--- src/rtl/wide_add_sched_pkg.sv ---
// Shared sizing and FSM encoding for the word-serial wide adder scheduler.
package wide_add_sched_pkg;

  localparam int W     = 32;
  localparam int WORDS = 4;

  typedef enum logic [1:0] {
    IDLE = 2'd0,
    CALC = 2'd1,
    RESP = 2'd2
  } state_t;

endpackage

--- src/rtl/cla_32bit.sv ---
// 32-bit two-level carry-lookahead adder: 4-bit groups, lookahead across groups.
module CLA_32bit (
  input  logic [31:0] a,
  input  logic [31:0] b,
  input  logic        cin,
  output logic [31:0] sum,
  output logic        cout,
  output logic        gp,
  output logic        gg
);

  logic [31:0] g;
  logic [31:0] p;

  assign g  = a & b;
  assign p  = a ^ b;
  assign gp = &p;

  always_comb begin : cla_net
    logic [7:0] grp_g;
    logic [7:0] grp_p;
    logic [8:0] grp_c;
    logic       c;
    grp_g = '0;
    grp_p = '0;
    grp_c = '0;
    c     = 1'b0;
    sum   = '0;
    gg    = 1'b0;
    for (int j = 0; j < 8; j++) begin
      grp_p[j] = &p[4*j +: 4];
      grp_g[j] = g[4*j+3]
               | (p[4*j+3] & g[4*j+2])
               | (p[4*j+3] & p[4*j+2] & g[4*j+1])
               | (p[4*j+3] & p[4*j+2] & p[4*j+1] & g[4*j]);
    end
    grp_c[0] = cin;
    for (int j = 0; j < 8; j++) begin
      grp_c[j+1] = grp_g[j] | (grp_p[j] & grp_c[j]);
      gg         = grp_g[j] | (grp_p[j] & gg);
    end
    // Bit carries inside a group only need that group's lookahead carry-in.
    for (int j = 0; j < 8; j++) begin
      c = grp_c[j];
      for (int i = 0; i < 4; i++) begin
        sum[4*j+i] = p[4*j+i] ^ c;
        c          = g[4*j+i] | (p[4*j+i] & c);
      end
    end
    cout = grp_c[8];
  end

endmodule

--- src/rtl/wide_add_sched.sv ---
// Two-requester round-robin front end feeding a single CLA word-serially;
// one W-bit word per CALC cycle, result held in RESP until taken.
//   state | meaning
//   IDLE  | waiting for a request, round-robin grant drives ready
//   CALC  | adding word k of the latched operands, carry chained via register
//   RESP  | full sum presented, held until rsp_ready
module wide_add_sched #(
  parameter int W     = wide_add_sched_pkg::W,
  parameter int WORDS = wide_add_sched_pkg::WORDS
) (
  input  logic                 clk,
  input  logic                 rst_n,
  input  logic                 req0_valid,
  input  logic                 req1_valid,
  output logic                 req0_ready,
  output logic                 req1_ready,
  input  logic [W*WORDS-1:0]   req0_a,
  input  logic [W*WORDS-1:0]   req0_b,
  input  logic [W*WORDS-1:0]   req1_a,
  input  logic [W*WORDS-1:0]   req1_b,
  input  logic                 req0_cin,
  input  logic                 req1_cin,
  output logic                 rsp_valid,
  input  logic                 rsp_ready,
  output logic                 rsp_id,
  output logic [W*WORDS-1:0]   rsp_sum,
  output logic                 rsp_cout,
  output logic                 busy
);

  import wide_add_sched_pkg::*;

  localparam int N  = W * WORDS;
  localparam int KW = (WORDS > 1) ? $clog2(WORDS) : 1;

  state_t        state, state_nxt;
  logic [KW-1:0] k;
  logic          last, grant, accept, word_last;
  logic          id_q, cin_q, carry_q;
  logic [N-1:0]  a_q, b_q, part_q;
  logic [W-1:0]  cla_sum;
  logic          cla_cin, cla_cout;
  logic          cla_gp_unused, cla_gg_unused;

  // On a tie the requester not granted last time wins.
  assign grant     = (req0_valid && req1_valid) ? ~last : req1_valid;
  assign accept    = req0_ready || req1_ready;
  assign word_last = (k == KW'(WORDS - 1));
  assign cla_cin   = (k == '0) ? cin_q : carry_q;
  assign busy      = (state != IDLE);
  assign rsp_valid = (state == RESP);

  CLA_32bit u_cla (
    .a    (a_q[W-1:0]),
    .b    (b_q[W-1:0]),
    .cin  (cla_cin),
    .sum  (cla_sum),
    .cout (cla_cout),
    .gp   (cla_gp_unused),
    .gg   (cla_gg_unused)
  );

  always_ff @(posedge clk or negedge rst_n) begin
    if (!rst_n) state <= IDLE;
    else        state <= state_nxt;
  end

  always_comb begin
    state_nxt  = state;
    req0_ready = 1'b0;
    req1_ready = 1'b0;
    unique case (state)
      IDLE: begin
        req0_ready = rst_n && req0_valid && !grant;
        req1_ready = rst_n && req1_valid && grant;
        if (req0_ready || req1_ready) state_nxt = CALC;
      end
      CALC:    if (word_last) state_nxt = RESP;
      RESP:    if (rsp_ready) state_nxt = IDLE;
      default: state_nxt = IDLE;
    endcase
  end

  // Operands shift right one word per CALC cycle; sum words enter from the top.
  always_ff @(posedge clk or negedge rst_n) begin
    if (!rst_n) begin
      k        <= '0;
      last     <= 1'b1;
      id_q     <= 1'b0;
      cin_q    <= 1'b0;
      carry_q  <= 1'b0;
      a_q      <= '0;
      b_q      <= '0;
      part_q   <= '0;
      rsp_sum  <= '0;
      rsp_cout <= 1'b0;
      rsp_id   <= 1'b0;
    end else begin
      unique case (state)
        IDLE: if (accept) begin
          a_q   <= req1_ready ? req1_a   : req0_a;
          b_q   <= req1_ready ? req1_b   : req0_b;
          cin_q <= req1_ready ? req1_cin : req0_cin;
          id_q  <= req1_ready;
          last  <= req1_ready;
          k     <= '0;
        end
        CALC: begin
          a_q     <= a_q >> W;
          b_q     <= b_q >> W;
          part_q  <= {cla_sum, part_q[N-1:W]};
          carry_q <= cla_cout;
          k       <= word_last ? '0 : k + 1'b1;
          if (word_last) begin
            rsp_sum  <= {cla_sum, part_q[N-1:W]};
            rsp_cout <= cla_cout;
            rsp_id   <= id_q;
          end
        end
        default: ;
      endcase
    end
  end

endmodule

--- config.mk ---
export PLATFORM = sky130hd
export DESIGN_NAME = wide_add_sched
export DESIGN_NICKNAME = d
export VERILOG_FILES = /design/src/rtl/wide_add_sched_pkg.sv /design/src/rtl/cla_32bit.sv /design/src/rtl/wide_add_sched.sv
export SDC_FILE = /design/constraint.sdc
export NUM_CORES = 1
export LEC_CHECK = 0
export BUFFER_PORTS_ARGS = -buffer_cell sky130_fd_sc_hd__buf_2
export CAP_MARGIN = 20
export CORE_ASPECT_RATIO = 0.6
export CORE_UTILIZATION = 40
export DETAILED_ROUTE_END_ITERATION = 10
export SYNTH_ARGS = -nofsm -noshare
export SYNTH_HDL_FRONTEND = slang
export SYNTH_SLANG_ARGS = --single-unit
--- constraint.sdc ---
create_clock -name clk -period 4.4 [get_ports clk]
set_input_delay 0 -clock clk [delete_from_list [all_inputs] [get_ports clk]]
set_output_delay 0 -clock clk [all_outputs]
set_load 0.02 [all_outputs]
==> results.cfg <==
[outcome]
outcome = complete, but fails checks
violations = hold timing

[clock_network]
clk_path_buf_depth = 3
cts_buffers = 49
cts.repair.resized = 0
worstSkewPairLatency_ps = 580
cts_tree = built
cts.sinks = 490
ctsHtreeMaxLevel = 2
clkSlewWorstSetupHoldPaths_ps = 60
cts-root-buf = clkbuf_16

[power_and_ir_drop]
p_per_area_nw_per_um2 = 708
clkPwrFrac = 0.186
leakage_nw = 16.4
swShare = 0.424
seqPwrFrac = 0.334
p_sw_w = 0.00996
p_comb_frac = 0.480
max-vdd-ir-drop_v = 0.000689
p_int_w = 0.0135

[global_routing]
antenna_found_initial = 5
grt_pass1_vias = 23109
grt_max_degree = 222
gr-total-overflow = 0
grt_use_total = 0.272
grt_pass1_wl_um = 128000

[critical_path]
reg2reg_to = rsp_sum[126]
path_buf_inv = 1
crit_fanout = 3
reg2reg_slack_ps = 410
crit_family = adder cells
end_kind = flop
path_cells = ha_1, a211oi_1, o21bai_1, or4_1, a221oi_1, a21bo_2, inv_1, fa_1, fa_1, fa_1, mux2_2
crit_top_cell = fa_1
crit_required_ps = 4860
cp_data_arrival_time_ps = 4440
rr_worst_depth = 11
cp-start-kind = flop
crit_type = reg2reg
cpMaxStageDelayCell = or4_1
max_stage_delay_ps = 520
r2r_start = a_q[17]

[placement]
placed_cells_incl_taps = 3934
port_buffers = 652
dp_hpwl_um = 56100
place_area_um2 = 27200
place_congestion = 0.964
dp_slack_ps = 467

[detailed_routing]
vias = 22913
first_pass_iters = 5
drt_iter0_drc = 1652
drtAntennaViolNets = 0
viasPerCell = 5.15
drt-total-wl_um = 81800
wl_per_cell_um = 18.4
drc = 0

[layout]
utilization = 0.575
seqCellArea_um2 = 12300
num-fill-cells = 5098
drive_above_1_share = 0.240
multi_input_area_um2 = 10300
final_area_um2 = 33100
syn2layout_area_growth_pct = 41.3
fin_nets = 4216
instances_no_fill = 4449

[timing]
slew_headroom = 0.340
drv_slew = 0
rsz0062_at_grt = no
tightest_slew_ps = 990
timing.final.ws_setup_ps = 414
post-route-period-util = 0.906
fin_crit_ps = 3990
finalHoldViolCount = 1
fin_skew_ps = 25.1
setup_violations = 0
fin_tns_setup_ps = 0
max_freq_mhz = 251
hold_slack_ps = -20.5

[synth]
synth-seq-cells = 490
yosys_warnings = 0
syn_nets = 3262
syn-mean-instance-area_um2 = 8.74
seq_area_frac_synth = 0.523
synth.distinct_cells = 40
synth_area_um2 = 23500
syn_inst = 2685

[floorplanning]
die_area_um2 = 59600
io_pins = 653
row_count = 68
fp.dieW_um = 315
coreArea_um2 = 57700
initial_core_util = 0.407
die_y_um = 190

[min_path]
hp-class = in2reg
hold_end = b_q[3]
min_from = req1_b[3]
holdPathStages = 5

[run]
drv_cap = 0
logic make-up after synthesis:
logic type | Yosys count | share of synthesized area
xor+xnor | 8 | 0.00299
buf+inv | 218 | 0.0389
fa+ha+maj | 58 | 0.0386
mux | 119 | 0.0571
flops | 490 | 0.523
compound gates | 706 | 0.164
simple gates | 1086 | 0.176
area by class of cell:
class                           count  share of cell area
Sequential cell                   490               0.370
Multi-Input combinational cell   1977               0.311
Timing Repair Buffer             1103               0.238
Clock buffer                       68              0.0410
Tap cell                          770              0.0291
Clock inverter                     20             0.00842
Inverter                           18             0.00219
Antenna cell                        3            0.000227
cells in the final DEF (no fill, tap or decap), types with 2 or more instances in the layout:
master	n
and4_1	2
buf_2	651
a221oi_1	2
nand3_1	2
inv_6	2
a31oi_1	2
o21bai_1	3
buf_4	16
clkinv_8	2
a21o_1	4
nor2_1	70
dlygate4sd3_1	422
ha_1	34
mux2_2	119
clkinv_2	10
nand2_1	1001
a311oi_1	64
xor2_1	3
buf_12	12
dfrtp_1	489
o21ai_0	101
inv_1	16
clkbuf_16	49
a21oi_1	399
clkbuf_1	13
clkbuf_8	6
o221ai_1	2
fa_1	24
diode_2	3
o21ai_1	122
nand4_1	3
xnor2_1	5
bufinv_16	6
sequential cells by signal (all words and copies together), names as in the netlist:
| name | flops |
|---|---|
| rsp_cout | 1 |
| k | 2 |
| a_q | 128 |
| part_q | 96 |
| id_q | 1 |
| rsp_id | 1 |
| cin_q | 1 |
| rsp_sum | 128 |
| carry_q | 1 |
| state | 2 |
| b_q | 128 |
| last | 1 |
metal layers:
metal / wire length [um] / GRT usage / share of wire
met4: 1990 / 0.0663 / 0.024
met1: 36900 / 0.377 / 0.45
met2: 38900 / 0.455 / 0.48
met5: 11 / 0 / 0.00013
met3: 3950 / 0.0336 / 0.048
power by group through the flow:
| stage | registers [W] | clock network, W | logic [W] |
|---|---|---|---|
| floorplan | 0.00818 | 0 | 0.00611 |
| global placement | 0.00782 | 0 | 0.00992 |
| detailed placement | 0.00792 | 0 | 0.0101 |
| CTS | 0.00785 | 0.00445 | 0.0114 |
| global route | 0.00811 | 0.00464 | 0.0125 |
| finish | 0.00784 | 0.00436 | 0.0113 |
tightest hold or removal path, stage by stage:
cell and delay [ps]:
buf_2 80, nand2_1 50, a21oi_1 150, a21oi_1 100, o21ai_1 120
cell usage after synthesis, drive strengths merged:
cell type  number  share of area
nand2        1002           0.16
dfrtp         489           0.52
a21oi         399          0.085
o21ai         223          0.048
mux2          119          0.057
buf           107          0.021
clkbuf         93          0.015
nor2           70          0.011
a311oi         64          0.024
ha             34          0.018
fa             24          0.020
inv            18         0.0029
xnor2           5         0.0019
a21o            4         0.0013
nand4           3        0.00080
o21bai          3        0.00096
xor2            3         0.0011
a221oi          2        0.00075
a31oi           2        0.00053
and4            2        0.00075
nand2b          2        0.00053
nand3           2        0.00043
nor3            2        0.00091
o221ai          2        0.00075
a211oi          1        0.00032
a21bo           1        0.00043
a22o            1        0.00037
a41oi           1        0.00037
dfstp           1         0.0011
nand4b          1        0.00037
nor2b           1        0.00027
o2111ai         1        0.00064
o211ai          1        0.00032
o31ai           1        0.00032
or4             1        0.00032
what timing repair did:
item | 4_1_cts | 5_1_grt
hold endpoints to repair | 452 | 0
hold buffers | 423 | 0
setup buffers | 0 | 0
worst max path at each step:
stage / end / start / slack [ps] / depth (start not counted)
after floorplan: rsp_sum[126] / a_q[17] / 830 / 11
after global placement: rsp_sum[126] / a_q[17] / 620 / 11
after detailed placement: rsp_sum[126] / a_q[17] / 470 / 11
after CTS: rsp_sum[126] / a_q[17] / 440 / 11
after global routing: rsp_sum[127] / a_q[17] / 240 / 12
final: rsp_sum[126] / a_q[17] / 410 / 11
per-stage QoR:
step                      hold slack, ps  total power [W]
final                              -20.5           0.0235
after global routing                4.25           0.0253
after CTS                          0.459           0.0237
after detailed placement            -114           0.0180
after global placement              -115           0.0177
after floorplan                     -296           0.0143
(Power assumes the default switching activity.)
